File: config.mk
export PLATFORM = sky130hd
export DESIGN_NAME = hazard_scoreboard
export DESIGN_NICKNAME = d
export VERILOG_FILES = /design/src/rtl/pipe_pkg.sv /design/src/rtl/stage_slot_reg.sv /design/src/rtl/hazard_scoreboard.sv
export SDC_FILE = /design/constraint.sdc
export NUM_CORES = 1
export LEC_CHECK = 0
export BUFFER_PORTS_ARGS = -buffer_cell sky130_fd_sc_hd__buf_4
export CAP_MARGIN = 0
export CORE_MARGIN = 8
export CORE_UTILIZATION = 49
export CTS_CLUSTER_DIAMETER = 120
export CTS_CLUSTER_SIZE = 10
export DETAILED_ROUTE_END_ITERATION = 7
export GPL_TIMING_DRIVEN = 1
export PLACE_DENSITY = 0.9
export RECOVER_POWER = 25
export SLEW_MARGIN = 0
export SYNTH_ARGS = -nofsm -noshare
export SYNTH_HDL_FRONTEND = slang
export SYNTH_SLANG_ARGS = --single-unit
File: constraint.sdc
create_clock -name clk -period 3.7 [get_ports clk]
set_input_delay 1.11 -clock clk [delete_from_list [all_inputs] [get_ports clk]]
set_output_delay 1.11 -clock clk [all_outputs]
set_load 0.05 [all_outputs]
File: src/rtl/pipe_pkg.sv
// Shared pipeline definitions: register-index width and the per-stage
// destination/write-back slot carried through EXE, MEM and WB.
package pipe_pkg;

    localparam int REG_W = 4;

    typedef struct packed {
        logic [REG_W-1:0] dest;
        logic             wb_en;
        logic             mem_read;
    } slot_t;

    localparam slot_t BUBBLE_SLOT = '0;

endpackage

File: src/rtl/stage_slot_reg.sv
// One pipeline slot register. Reset and clear both load a bubble; hold
// (external freeze) takes priority over clear so a frozen stage keeps its
// instruction even if a flush or stall is requested at the same time.
module stage_slot_reg
    import pipe_pkg::*;
(
    input  logic  clk,
    input  logic  rst,
    input  logic  hold,
    input  logic  clear,
    input  slot_t d,
    output slot_t q
);

    // Slot state: reset > hold > clear-to-bubble > load.
    always_ff @(posedge clk) begin
        if (rst) begin
            q <= BUBBLE_SLOT;
        end else if (hold) begin
            q <= q;
        end else if (clear) begin
            q <= BUBBLE_SLOT;
        end else begin
            q <= d;
        end
    end

endmodule

File: src/rtl/hazard_scoreboard.sv
// Producer side of the operand-forwarding interface. Tracks the EXE, MEM
// and WB slots, raises the ID-stage stall when forwarding cannot cover a
// RAW dependency, and counts stall cycles with a saturating counter.
module hazard_scoreboard #(
    parameter int REG_W = pipe_pkg::REG_W,
    parameter int CNT_W = 16
) (
    input  logic             clk,
    input  logic             rst,
    input  logic             forwarding_en,
    input  logic             freeze,
    input  logic             branch_taken,
    input  logic             id_valid,
    input  logic [REG_W-1:0] id_src1,
    input  logic [REG_W-1:0] id_src2,
    input  logic             id_use_src1,
    input  logic             id_use_src2,
    input  logic [REG_W-1:0] id_dest,
    input  logic             id_wb_en,
    input  logic             id_mem_read,
    output logic [REG_W-1:0] exe_dest,
    output logic             exe_wb_en,
    output logic             exe_mem_read,
    output logic [REG_W-1:0] mem_dest,
    output logic             mem_wb_en,
    output logic [REG_W-1:0] wb_dest,
    output logic             wb_wb_en,
    output logic             hazard,
    output logic [CNT_W-1:0] stall_cnt
);

    import pipe_pkg::*;

    slot_t exe_q;
    slot_t mem_q;
    slot_t wb_q;
    slot_t id_slot;
    logic  exe_clear;
    logic  m1, m2, n1, n2;

    assign id_slot   = '{dest: id_dest, wb_en: id_wb_en, mem_read: id_mem_read};
    assign exe_clear = branch_taken | hazard | ~id_valid;

    stage_slot_reg u_exe (
        .clk   (clk),
        .rst   (rst),
        .hold  (freeze),
        .clear (exe_clear),
        .d     (id_slot),
        .q     (exe_q)
    );

    stage_slot_reg u_mem (
        .clk   (clk),
        .rst   (rst),
        .hold  (freeze),
        .clear (1'b0),
        .d     (exe_q),
        .q     (mem_q)
    );

    stage_slot_reg u_wb (
        .clk   (clk),
        .rst   (rst),
        .hold  (freeze),
        .clear (1'b0),
        .d     (mem_q),
        .q     (wb_q)
    );

    assign exe_dest     = exe_q.dest;
    assign exe_wb_en    = exe_q.wb_en;
    assign exe_mem_read = exe_q.mem_read;
    assign mem_dest     = mem_q.dest;
    assign mem_wb_en    = mem_q.wb_en;
    assign wb_dest      = wb_q.dest;
    assign wb_wb_en     = wb_q.wb_en;

    // Source matches against EXE/MEM and the resulting stall decision.
    // WB is excluded: the register file writes before ID reads.
    always_comb begin
        m1     = id_use_src1 & exe_q.wb_en & (id_src1 == exe_q.dest);
        m2     = id_use_src2 & exe_q.wb_en & (id_src2 == exe_q.dest);
        n1     = id_use_src1 & mem_q.wb_en & (id_src1 == mem_q.dest);
        n2     = id_use_src2 & mem_q.wb_en & (id_src2 == mem_q.dest);
        hazard = 1'b0;
        if (id_valid && !branch_taken) begin
            if (forwarding_en) begin
                hazard = exe_q.mem_read & (m1 | m2);
            end else begin
                hazard = m1 | m2 | n1 | n2;
            end
        end
    end

    // Saturating stall-cycle counter; frozen edges are not counted.
    always_ff @(posedge clk) begin
        if (rst) begin
            stall_cnt <= '0;
        end else if (hazard && !freeze && (stall_cnt != '1)) begin
            stall_cnt <= stall_cnt + 1'b1;
        end
    end

endmodule

### After elaboration in Yosys (flattened, before gate mapping)

Cells that the tools add are included.
Widths: inputs -> output; s select.

* $add $sub $neg: 1
* equality and inequality tests: 5
* mux-type cells: 3
* bitwise logic cells: 15
* reduce and logical (&&, ||, !) cells: 5

Operators by type and width (number)
* $add 16x1->16 const B: 1
* $eq 4x4->1: 4
* $ne 16x16->1 const B: 1
* $and 1x1->1: 9
* $mux 6: 1
* $or 1x1->1: 5
* $logic_and 1x1->1: 3
* $logic_not 1->1: 2
* $mux 1: 2
* $not 1->1: 1

* flip-flop bits (word level): 32
* bits of input ports: 22
* word-level logic and storage cells: 37

### Depth between registers and ports, before layout

Gate-level depths: netlist of run 1.

* word-level depth: 10
* gate-level depth with buffers: 8

### Modules after synthesis

From an unflattened synthesis of run 1, not the netlist that was laid out.

* cell total of the unflattened synthesis: 210
* area, all modules: 1814.2 sq um

Modules (own cells, without submodules)
* hazard_scoreboard: instances 1, cells an instance 135, area an instance 1104.8 sq um
* stage_slot_reg: instances 3, cells an instance 25, area an instance 236.5 sq um

### Worst setup path before layout of run 1

Ideal clock, no wire load.

* kind: input to output
* start: input port id_src1[2]
* end: output port hazard
* arrival time: 2828 ps
* slack: -238 ps
* stages: 7
* path buffers: 2
* cell sequence: xor2_1 -> nor4_2 -> nand4_1 -> and3_4 -> buf_6 -> clkbuf_1 -> nor2_1

* longest elaborated chain between the ends: 7

Ends and longest elaborated chain
* start, declared: line hazard_scoreboard.sv:14 `input logic [REG_W-1:0] id_src1,`
* $eq 4x4->1: line hazard_scoreboard.sv:82 `m1 = id_use_src1 & exe_q.wb_en & (id_src1 == exe_q.dest);`
* $and 1x1->1: line hazard_scoreboard.sv:82
* $or 1x1->1: line hazard_scoreboard.sv:89, hazard_scoreboard.sv:91
* $or 1x1->1 (2 in series): line hazard_scoreboard.sv:91 `hazard = m1 | m2 | n1 | n2;`
* $mux 1 (*): line hazard_scoreboard.sv:88 `if (forwarding_en) begin`
* $mux 1 (*): line hazard_scoreboard.sv:87 `if (id_valid && !branch_taken) begin`
* end, declared: line hazard_scoreboard.sv:28 `output logic hazard,`

Every way passes the cells marked *; elsewhere a longest branch is shown, timed or not.

### Worst setup path after layout of run 1

Ends and elaborated chain as after synthesis.

==> flow_metrics.py, run 1 <==
metrics = {
    "run_status": {
        "status": "finished, final reports clean",
    },
    "power_and_ir_drop": {
        "vdd_ir_drop_max_v": 0.000172,
        "leakagePower_nw": 0.841,
        "p_sw_share_pct": 23.4,
        "powerDensity_nw_per_um2": 318,
        "p_switching_uw": 158,
        "combPwrFrac_pct": 9.6,
        "p_int_uw": 518,
        "clockPowerShare_pct": 38.5,
        "pwr-share-seq_pct": 51.9,
        "power_uw": 676,
    },
    "cts": {
        "cts_setup_buffers": 0,
        "htreeDepth": 2,
        "cts_resized": 0,
        "cts_tree": "done",
        "cts_hold_buf": 0,
        "clk_pin_slew_ns": 0.11,
        "cts.root.buffer_cell": "clkbuf_4",
        "numCtsBuffers": 5,
        "clk_path_buf_depth": 2,
        "clock_latency_ns": 0.34,
        "cts_sinks": 32,
    },
    "route": {
        "ant_nets": 0,
        "drt_first_pass_iters": 4,
        "via_count": 1626,
        "wl_per_cell_microns": 15.0,
        "wl_microns": 4260,
        "drc": 0,
        "vias_per_cell": 5.73,
        "drtIter0Drc": 197,
    },
    "hold_path": {
        "holdPathEnd": "stall_cnt[4]",
        "hold_class": "reg -> reg",
        "hold_path_startpoint": "stall_cnt[4]",
        "min_delay_path_depth": 2,
    },
    "critical_path": {
        "end_kind": "output port",
        "cp_max_fo": 2,
        "worstPathRequired_ns": 2.59,
        "cp.arrival_ns": 2.26,
        "critPathLaunchType": "primary input",
        "r2r_cells": 7,
        "worstReg2RegStart": "u_exe.q[2]",
        "rrSetupSlack_ns": 1.47,
        "reg2reg_to": "stall_cnt[13]",
        "path_class": "in -> out",
    },
    "sta": {
        "min_period_ns": 3.37,
        "tightest_slew_ns": 0.777,
        "setup-tns-final_ns": 0,
        "finClkSkew_ns": 0.0209,
        "holdWs_ns": 0.501,
        "drv_slew": 0,
        "slew_headroom_pct": 48.2,
        "setup-violations-final": 0,
        "max_freq_mhz": 297,
        "post-route-period-util_pct": 91.0,
        "rsz0062_at_grt": "no",
        "hold_viol_final": 0,
        "setup_slack_ns": 0.334,
    },
    "placement": {
        "place_ws_ns": 0.327,
        "io_buffers": 54,
        "dpl.hpwl_microns": 3190,
        "gp_congestion": 0.807,
        "dp_cells": 276,
        "dpl_cell_area_sq_um": 2070,
    },
    "yosys": {
        "synth.top_cells.by_area": "dfxtp_1, mux2i_1, xnor2_1",
        "syn_area_sq_um": 1630,
        "synth_nets": 205,
        "synth_area_per_cell_sq_um": 8.96,
        "synth_seq_cells": 32,
        "ys_seq_area_share_pct": 39.3,
        "ys_types": 35,
        "netlist.area_leader.share_pct": 39.3,
        "ys.warnings.count": 0,
        "syn-instance-count": 182,
        "yosys.area.top_type": "dfxtp_1",
    },
    "global_routing": {
        "track_usage_pct": 16.5,
        "grt.overflow.total": 0,
        "antenna_found_initial": 0,
        "grt_max_degree": 32,
        "grt_pass1_wl_microns": 7020,
        "grt_pass1_vias": 1608,
    },
    "floorplanning": {
        "ios": 55,
        "core_sq_um": 3260,
        "start_util_pct": 50.0,
        "rows": 21,
        "die_x_microns": 73.7,
        "die_h_microns": 73.7,
        "dieArea_sq_um": 5430,
    },
    "final_layout": {
        "area_delta_synth_final_pct": 30.3,
        "finalNonFillerCells": 284,
        "finalInstanceArea_sq_um": 2120,
        "antenna-diode-count": 0,
        "final_nets": 260,
        "post-route-util_pct": 65.2,
        "drive_gt1_share_pct": 26.5,
    },
    "flow_run": {
        "drv_cap": 0,
    },
}
-- how the worst max path moves through the flow --
stage	to	cells after the start	startpoint	slack [ns]
after floorplan	hazard	7	id_src1[2]	0.11
after global placement	hazard	7	id_src1[2]	0.34
after detailed placement	hazard	7	id_src1[2]	0.33
after CTS	hazard	7	id_src1[2]	0.33
after global routing	hazard	7	id_src1[2]	0.25
final	hazard	7	id_src1[2]	0.33
-- cell usage in the layout, fill, tap and decap left out, drive strengths merged, types with 2 or more instances in the layout --
cell type,Yosys,final
and3,3,3
nand3,12,12
dfxtp,32,32
mux2i,10,10
nor3,7,7
nor2b,5,5
buf,3,49
xor2,7,7
nand4,9,9
o31ai,8,8
nor4,2,2
nand2,3,3
and4,2,2
a21oi,12,12
clkbuf,5,13
inv,2,2
o21ai,5,5
nand2b,2,2
mux2,3,3
nor2,16,16
xnor2,9,9
a22o,6,6
or4,8,8
or3,5,5
-- registers in the layout, summed over array words and instances, names as in the netlist --
signal	flops
stall_cnt	16
u_exe.q	6
u_mem.q	5
u_wb.q	5
-- power groups by stage --
stage / clock network (mW) / logic, mW / registers (mW)
after global placement: 0 / 0.0645 / 0.359
after CTS: 0.267 / 0.0662 / 0.351
after global routing: 0.283 / 0.0699 / 0.351
after floorplan: 0 / 0.0283 / 0.366
after detailed placement: 0 / 0.0661 / 0.359
final: 0.260 / 0.0652 / 0.351
-- metal layers --
layer  track usage [%]  vias to the layer above  part of all wire [%]  wire length, microns
met5                 0                        -                     0                     0
met4              9.76                        0                   2.8                   120
met3              6.41                       12                   8.1                   347
met2              26.3                       65                    47                  2020
met1              18.2                      754                    42                  1770
li1                  -                      795                     -                     -
-- cell usage after synthesis --
| cell | n |
|---|---|
| a21oi_1 | 12 |
| a22o_1 | 6 |
| and2_1 | 1 |
| and3_1 | 2 |
| and3_4 | 1 |
| and4_1 | 2 |
| buf_1 | 1 |
| buf_4 | 1 |
| buf_6 | 1 |
| clkbuf_1 | 5 |
| dfxtp_1 | 32 |
| ha_1 | 1 |
| inv_1 | 2 |
| mux2_2 | 3 |
| mux2i_1 | 10 |
| nand2_1 | 3 |
| nand2b_1 | 2 |
| nand3_1 | 12 |
| nand4_1 | 9 |
| nor2_1 | 16 |
| nor2b_1 | 5 |
| nor3_1 | 7 |
| nor4_1 | 1 |
| nor4_2 | 1 |
| o2111ai_1 | 1 |
| o21ai_0 | 3 |
| o21ai_1 | 2 |
| o22a_1 | 1 |
| o31a_1 | 1 |
| o31ai_1 | 8 |
| or2_2 | 1 |
| or3_1 | 5 |
| or4_1 | 8 |
| xnor2_1 | 9 |
| xor2_1 | 7 |
-- critical path, stage by stage --
cell and delay (ns):
buf_4 0.12, xor2_1 0.14, nor4_2 0.27, nand4_1 0.14, and3_4 0.19, nor2_4 0.09
buf_4 0.19
-- cell families (layout without fill, tap and decap cells) --
| family | Yosys count | in the layout | share of synthesized area, % |
|---|---|---|---|
| DFF | 32 | 32 | 39.3 |
| xor gates and xnor gates | 16 | 16 | 8.60 |
| buffers and inverters | 10 | 66 | 2.99 |
| and+or+nand+nor | 76 | 76 | 26.4 |
| AOI/OAI and AO/OA | 34 | 34 | 13.7 |
| adders and majority gates | 1 | 1 | 0.767 |
| muxes | 13 | 13 | 8.21 |
-- area by class of cell --
class / count / area [sq um]
Tap cell: 46 / 57.6
Sequential cell: 32 / 641
Clock buffer: 6 / 41.3
Multi-Input combinational cell: 140 / 948
Inverter: 2 / 7.51
Fill cell: 302 / 1130
Timing Repair Buffer: 56 / 394
Clock inverter: 2 / 35.0
Note: power is estimated with default switching activity, not from simulation.
==> run 2: changes to the inputs <==
--- a/config.mk
+++ b/config.mk
@@ -7,6 +7,7 @@
 export LEC_CHECK = 0
 export BUFFER_PORTS_ARGS = -buffer_cell sky130_fd_sc_hd__buf_4
 export CAP_MARGIN = 0
+export CORE_ASPECT_RATIO = 0.75
 export CORE_MARGIN = 8
 export CORE_UTILIZATION = 49
 export CTS_CLUSTER_DIAMETER = 120
==> flow_metrics.py, run 2 (synthesis results as in run 1) <==
metrics = {
    "cts": {
        "cts_setup_buffers": 0,
        "clock_latency_ns": 0.28,
        "clk_path_buf_depth": 2,
        "htreeDepth": 2,
        "clk_pin_slew_ns": 0.06,
        "cts_tree": "done",
        "cts_sinks": 32,
        "cts.root.buffer_cell": "clkbuf_8",
        "numCtsBuffers": 5,
        "cts_resized": 0,
        "cts_hold_buf": 0,
    },
    "critical_path": {
        "critical_path_buf_inv_count": 2,
        "worstReg2RegStart": "u_exe.q[4]",
        "crit_top_cell": "buf_4",
        "rrSetupSlack_ns": 1.37,
        "path_class": "in -> out",
        "cp.arrival_ns": 2.33,
        "cp_top_family": "simple AND/OR/NAND/NOR gates",
        "r2r_cells": 7,
        "slowest_delay_ns": 0.30,
        "critPathLaunchType": "primary input",
        "cpMaxStageDelayCell": "nor4_2",
        "reg2reg_to": "stall_cnt[13]",
        "end_kind": "output port",
        "crit_chain": "buf_4 > xor2_1 > nor4_2 > nand4_1 > and3_4 > nor2_4 > buf_4",
        "cp_max_fo": 2,
        "worstPathRequired_ns": 2.59,
    },
    "route": {
        "drc": 0,
        "drt_first_pass_iters": 4,
        "wl_per_cell_microns": 16.4,
        "wl_microns": 4550,
        "via_count": 1640,
        "drtIter0Drc": 130,
        "ant_nets": 0,
        "vias_per_cell": 5.90,
    },
    "placement": {
        "io_buffers": 54,
        "place_ws_ns": 0.268,
        "dpl.hpwl_microns": 3320,
        "gp_congestion": 0.830,
        "dp_cells": 270,
    },
    "hold_path": {
        "hold_class": "reg -> reg",
        "min_delay_path_depth": 2,
        "hold_path_startpoint": "stall_cnt[4]",
        "holdPathEnd": "stall_cnt[4]",
    },
    "final_layout": {
        "layout_common_cells": "buf_4, dfxtp_1, nor2_1, nand3_1, a21oi_1",
        "antenna-diode-count": 0,
        "reg_top3": "stall_cnt x16, u_exe.q x6",
        "final_nets": 260,
        "drive_gt1_share_pct": 26.1,
        "area_delta_synth_final_pct": 30.7,
        "top_register": "stall_cnt",
        "finalNonFillerCells": 278,
        "largest_reg_flops": 16,
        "final_common_cell": "buf_4",
    },
    "sta": {
        "tightest_slew_ns": 0.827,
        "setup-tns-final_ns": 0,
        "setup_slack_ns": 0.264,
        "setup-violations-final": 0,
        "finClkSkew_ns": 0.00237,
        "drv_slew": 0,
        "slew_headroom_pct": 44.8,
        "post-route-period-util_pct": 92.9,
        "max_freq_mhz": 291,
        "hold_viol_final": 0,
        "rsz0062_at_grt": "no",
        "min_period_ns": 3.44,
    },
    "power_and_ir_drop": {
        "leakagePower_nw": 0.844,
        "vdd_ir_drop_max_v": 0.000206,
        "powerDensity_nw_per_um2": 321,
    },
    "global_routing": {
        "grt_pass1_wl_microns": 7310,
        "antenna_found_initial": 0,
        "grt_max_degree": 32,
        "track_usage_pct": 17.0,
        "grt_pass1_vias": 1532,
        "grt.overflow.total": 0,
    },
    "floorplanning": {
        "start_util_pct": 50.3,
        "core_sq_um": 3240,
        "die_h_microns": 66.0,
        "rows": 18,
        "dieArea_sq_um": 5450,
        "ios": 55,
        "die_x_microns": 82.6,
    },
    "flow_run": {
        "drv_cap": 0,
    },
    "run_status": {
        "status": "finished, final reports clean",
    },
}
==> run 2: changes by cell type in the layout (fill, tap and decap cells not counted) <==
| cell | previous run | this run |
|---|---|---|
| clkbuf_4 | 5 | 0 |
| clkbuf_1 | 8 | 9 |
| clkinv_2 | 1 | 0 |
| bufinv_16 | 1 | 0 |
| clkbuf_8 | 0 | 6 |
==> run 2: where the power goes <==
part           internal (mW)  switching [mW]  total [mW]
Combinational         0.0297          0.0361      0.0659
Clock                  0.151           0.117       0.268
Sequential             0.347         0.00405       0.351
==> run 2: final cells by class <==
| type | instances | area [sq um] |
|---|---|---|
| multi-input combinational | 140 | 948 |
| tap | 40 | 50.0 |
| inverter | 2 | 7.51 |
| timing repair buffer | 56 | 394 |
| sequential | 32 | 641 |
| clock buffer | 8 | 90.1 |
| fill | 284 | 1110 |
==> run 2: worst max-delay path by stage <==
stage / startpoint / to / slack, ns / depth (start not counted)
global placement: id_src1[2] / hazard / 0.31 / 7
floorplan: id_src1[2] / hazard / 0.11 / 7
global route: id_src1[2] / hazard / 0.18 / 7
detailed placement: id_src1[2] / hazard / 0.27 / 7
CTS: id_src1[2] / hazard / 0.26 / 7
finish: id_src1[2] / hazard / 0.26 / 7
==> run 2: tightest hold or removal path, stage by stage, from the launching register on <==
cell and delay (ns):
dfxtp_1 0.33, o31ai_1 0.07, a21oi_1 0.05
==> run 2: metrics by stage <==
stage | hold slack, ns | power (mW) | util (%) | instance area [sq um]
6_report | 0.499 | 0.685 | 65.7 | 2130
4_1_cts | 0.506 | 0.690 | 66.5 | 2160
3_3_place_gp | 0.478 | 0.424 | 63.7 | 2070
2_1_floorplan | 0.712 | 0.395 | - | 1640
3_5_place_dp | 0.494 | 0.425 | 63.7 | 2070
5_1_grt | 0.524 | 0.710 | 65.7 | 2130
==> run 2: routing by layer <==
metal	vias up	part of all wire (%)	global-route usage (%)
met2	71	49	27.3
met1	771	42	21.6
met4	0	1.6	6.01
li1	791	-	-
met5	-	0	0
met3	7	6.8	3.80
